`src/rtl/iterative_shift_ctrl.sv`:
```
// iterative_shift_ctrl: multi-cycle one-bit-per-cycle shifter (SLL/SRL/SRA/ROL) with valid/ready handshakes
module iterative_shift_ctrl #(
    parameter int WIDTH   = 64,
    parameter int SHAMT_W = 6
) (
    input  logic               clk_i,
    input  logic               rst_i,
    input  logic               in_valid_i,
    output logic               in_ready_o,
    input  logic [WIDTH-1:0]   data_i,
    input  logic [SHAMT_W-1:0] shamt_i,
    input  logic [1:0]         op_i,
    output logic               out_valid_o,
    input  logic               out_ready_i,
    output logic [WIDTH-1:0]   data_o,
    output logic               busy_o
);
    typedef enum logic [1:0] {IDLE, SHIFT, DONE} state_t;
    state_t             state;
    logic [SHAMT_W-1:0] cnt;
    logic [1:0]         op;
    logic [WIDTH-1:0]   step;
    always_comb begin
        step = op == 2'b00 ? {data_o[WIDTH-2:0], 1'b0} :
               op == 2'b01 ? {1'b0, data_o[WIDTH-1:1]} :
               op == 2'b10 ? {data_o[WIDTH-1], data_o[WIDTH-1:1]} :
                             {data_o[WIDTH-2:0], data_o[WIDTH-1]};
    end
    always_ff @(posedge clk_i) begin
        if (rst_i) begin
            state       <= IDLE;
            in_ready_o  <= 1'b1;
            out_valid_o <= 1'b0;
            busy_o      <= 1'b0;
            data_o      <= '0;
            cnt         <= '0;
            op          <= 2'b00;
        end else begin
            case (state)
                IDLE: if (in_valid_i) begin
                    data_o     <= data_i;
                    cnt        <= shamt_i;
                    op         <= op_i;
                    in_ready_o <= 1'b0;
                    busy_o     <= 1'b1;
                    if (shamt_i == '0) begin
                        state       <= DONE;
                        out_valid_o <= 1'b1;
                    end else begin
                        state <= SHIFT;
                    end
                end
                SHIFT: begin
                    data_o <= step;
                    cnt    <= cnt - 1'b1;
                    if (cnt == SHAMT_W'(1)) begin
                        state       <= DONE;
                        out_valid_o <= 1'b1;
                    end
                end
                DONE: if (out_ready_i) begin
                    state       <= IDLE;
                    out_valid_o <= 1'b0;
                    in_ready_o  <= 1'b1;
                    busy_o      <= 1'b0;
                end
                default: state <= IDLE;
            endcase
        end
    end
endmodule

```
`config.mk`:
```
export PLATFORM = sky130hd
export DESIGN_NAME = iterative_shift_ctrl
export DESIGN_NICKNAME = d
export VERILOG_FILES = /design/src/rtl/iterative_shift_ctrl.sv
export SDC_FILE = /design/constraint.sdc
export NUM_CORES = 1
export LEC_CHECK = 0
export BUFFER_PORTS_ARGS = -buffer_cell sky130_fd_sc_hd__buf_2
export CAP_MARGIN = 5
export CORE_UTILIZATION = 51
export CTS_BUF_LIST = sky130_fd_sc_hd__clkbuf_16
export CTS_CLUSTER_SIZE = 24
export DETAILED_ROUTE_END_ITERATION = 6
export GPL_TIMING_DRIVEN = 0
export PLACE_DENSITY = 0.78
export SYNTH_ARGS = -nofsm -noshare
export SYNTH_HDL_FRONTEND = slang
export SYNTH_SLANG_ARGS = --single-unit
```
`constraint.sdc`:
```
create_clock -name clk_i -period 1.63 [get_ports clk_i]
set_input_delay 0.163 -clock clk_i [delete_from_list [all_inputs] [get_ports clk_i]]
set_output_delay 0.163 -clock clk_i [all_outputs]
set_load 0.1 [all_outputs]
```
==> qor.txt <==
CTS tree -> done
Detailed Route WL -> 13,400 µm
Crit-path cells -> buf_4 -> xor2_2 -> buf_2 -> nand3_1 -> a31oi_1
Largest net degree at the start of global routing -> 14
Asr flop ratio synth -> 0%
Post-synthesis sequential area ratio -> 36.2%
R2R cell count -> 5
Syn_nets -> 612
Die X -> 93.4 µm
Number of antenna violations at the first check in global routing -> 0
Yosys reg bits -> 77
Reg-to-reg setup timing slack -> 0.08 ns
Worst path buffer plus inverter count -> 2
Area contributors post-synth -> dfxtp_1 36%, nand3_1 15%, o21bai_1 11%, a31oi_1 9.4%, a21oi_1 8.1%
Synthesized area per cell -> 7.97 µm²
FMAX -> 647 MHz
CP max-delay cell -> xor2_2
HP Class -> in2reg
Die ar. -> 8720 µm²
Dpl hpwl -> 9270 µm
Levels on crit path -> 5
Post-synth EDFFs -> 0
Initial cell density of the core -> 54.0%
Layout area overhead -> 27.0%
Clock skew after layout -> 0.00663 ns
Worst-path maximum fanout -> 10
Clk slew on worst S/H paths -> 0.06 ns
ANT cells -> 0
Max IR drop VDD -> 0.656 mV
Final min period -> 1.55 ns
Filler instances -> 688
Placer Congestion -> 0.889
Core area -> 7890 µm²
Hold path cells -> 3
Via/cell ratio -> 6.25
Hold Buf Count CTS -> 0
Vias in the first global route -> 4,461
Post-route ant nets -> 0
# Post-CTS Setup Buffers -> 0
Total Power -> 7.26 mW
Crit. End Element -> flip-flop
Startpoint type of the worst setup path -> flip-flop
Period Utilization, post-route -> 94.8%
Grt ovf -> 0
Post_cts resized -> 0
Leak Pwr -> 2.25 nW
Layout cells sized above 1 -> 30.9%
Largest area contributor in the netlist -> dfxtp_1
Synth Instances -> 534
Critical path required time -> 1.87 ns
Crit path kind -> reg2reg
Crit path largest cell delay -> 0.37 ns
CTS sink cnt -> 77
GR Util All Layers -> 30.2%
DR iter-0 viols -> 319
Clock root cell -> clkbuf_16
Pins Over Slew Limit -> 0
Max transition margin -> 62.9%
Largest delay share family, worst path -> buffers and inverters
Max-cap violations -> 0
Arr. time, crit path -> 1.79 ns
Residual DRC count -> 0
First-pass GRT wire length -> 21,400 µm
Cells after DPL -> 777
Die outline height -> 93.4 µm
Status -> completed
Vias -> 4,948
Mapped Area -> 4260 µm²
RSZ-0062 raised after global routing -> false
PortBufs -> 141
CTS Buf Count -> 9
I/O pins -> 143
Final nets -> 764
Yosys top cell area share -> 36.2%
Site Rows -> 32
YS warnings -> 0
Post-detailed-route wirelength per cell -> 16.9 µm
Synth cell types -> 38
Setup violators final -> 0
Htree depth -> 3
Hold Fails Final Rpt -> 0
Slew @ Worst Pin -> 0.557 ns
Clock insertion delay at the later pin of the skew report -> 0.33 ns
Main synth FF type -> dfxtp_1
PwrDens -> 1340 nW/µm²
Final setup TNS -> 0 ns
Clk buf depth -> 2
Initial DRT Pass Iterations -> 5
Final non-filler cell total -> 792
registers in the layout (all words and copies together), names as in the netlist:
signal,count
in_ready_o,1
op,2
cnt,6
state,2
data_o,64
out_valid_o,1
busy_o,1
where the power goes:
part	total [mW]	switching [mW]	internal [mW]
sequential	2.33	0.233	2.10
combinational	2.80	2.18	0.614
clock	2.13	0.803	1.33
worst min-delay path, cell delays in order:
cell	delay, ns
buf_2	0.07
mux2i_1	0.06
nor2_1	0.07
placed cells by master (no fill, tap or decap), types with 2 or more instances in the layout:
master	count
a32o_1	2
nand2b_1	4
a31oi_1	64
inv_1	8
a211o_1	3
a21oi_1	69
nand3_1	126
ha_1	2
buf_4	16
bufinv_16	2
dfxtp_1	75
nor2b_1	4
nor2_1	13
dfxtp_2	2
mux2i_1	3
clkbuf_16	9
nor3_1	4
a32oi_1	2
clkbuf_1	13
o21ai_0	3
a211oi_1	7
buf_2	171
nor3b_1	2
clkinvlp_4	2
a221oi_1	2
o21bai_1	64
synthesized netlist by cell type, types with 2 or more instances:
library cell / n
a211o_1: 3
a211oi_1: 7
a21oi_1: 69
a221oi_1: 2
a31oi_1: 64
a32o_1: 2
a32oi_1: 2
buf_2: 30
buf_4: 16
clkbuf_1: 13
dfxtp_1: 77
ha_1: 2
inv_1: 8
mux2i_1: 3
nand2b_1: 4
nand3_1: 126
nor2_1: 13
nor2b_1: 4
nor3_1: 4
nor3b_1: 2
o21ai_0: 3
o21bai_1: 64
final cells by class:
class | count | area, µm² | share of cell area (%)
Tap cell | 102 | 128 | 2.36
Clock buffer | 9 | 225 | 4.16
Sequential cell | 77 | 1540 | 28.6
Timing Repair Buffer | 141 | 706 | 13.0
Inverter | 8 | 30.0 | 0.555
Multi-Input combinational cell | 388 | 2350 | 43.5
Buffer | 61 | 334 | 6.18
Clock inverter | 6 | 88.8 | 1.64
worst paths after layout:
path,from,endpoint
max,op[1],data_o[14]
min,op_i[0],op[0]
max reg2reg,op[1],data_o[14]
min reg2reg,out_valid_o,out_valid_o
cells by family (layout without fill, tap and decap cells):
group                      count (synthesis)  count (layout)  synth area share (%)
AOI/OAI and AO/OA                        222             222                  33.6
xor gates and xnor gates                   2               2                  1.03
adders and majority gates                  2               2                 0.588
buffers and inverters                     69             225                  8.55
DFF                                       77              77                  36.2
muxes                                      3               3                 0.705
and+or+nand+nor                          159             159                  19.3
per-stage QoR:
step	utilization, %	cell area [µm²]	setup WS (ns)	hold slack (ns)
after floorplan	-	4260	0.122	0.310
after global placement	64.6	5090	0.172	0.396
after detailed placement	64.6	5090	0.131	0.415
after CTS	68.6	5410	0.0826	0.0816
after global routing	68.6	5410	0.0102	0.0907
final	68.6	5410	0.0848	0.0745
metal layers:
metal	global-route usage [%]	part of all wire, %	vias up
met5	0	0	-
met4	10.5	1.6	0
met3	3.98	7.3	24
met2	49.9	48	237
met1	40.6	43	2356
li1	-	-	2331
Power figures use the tool's default switching activity.
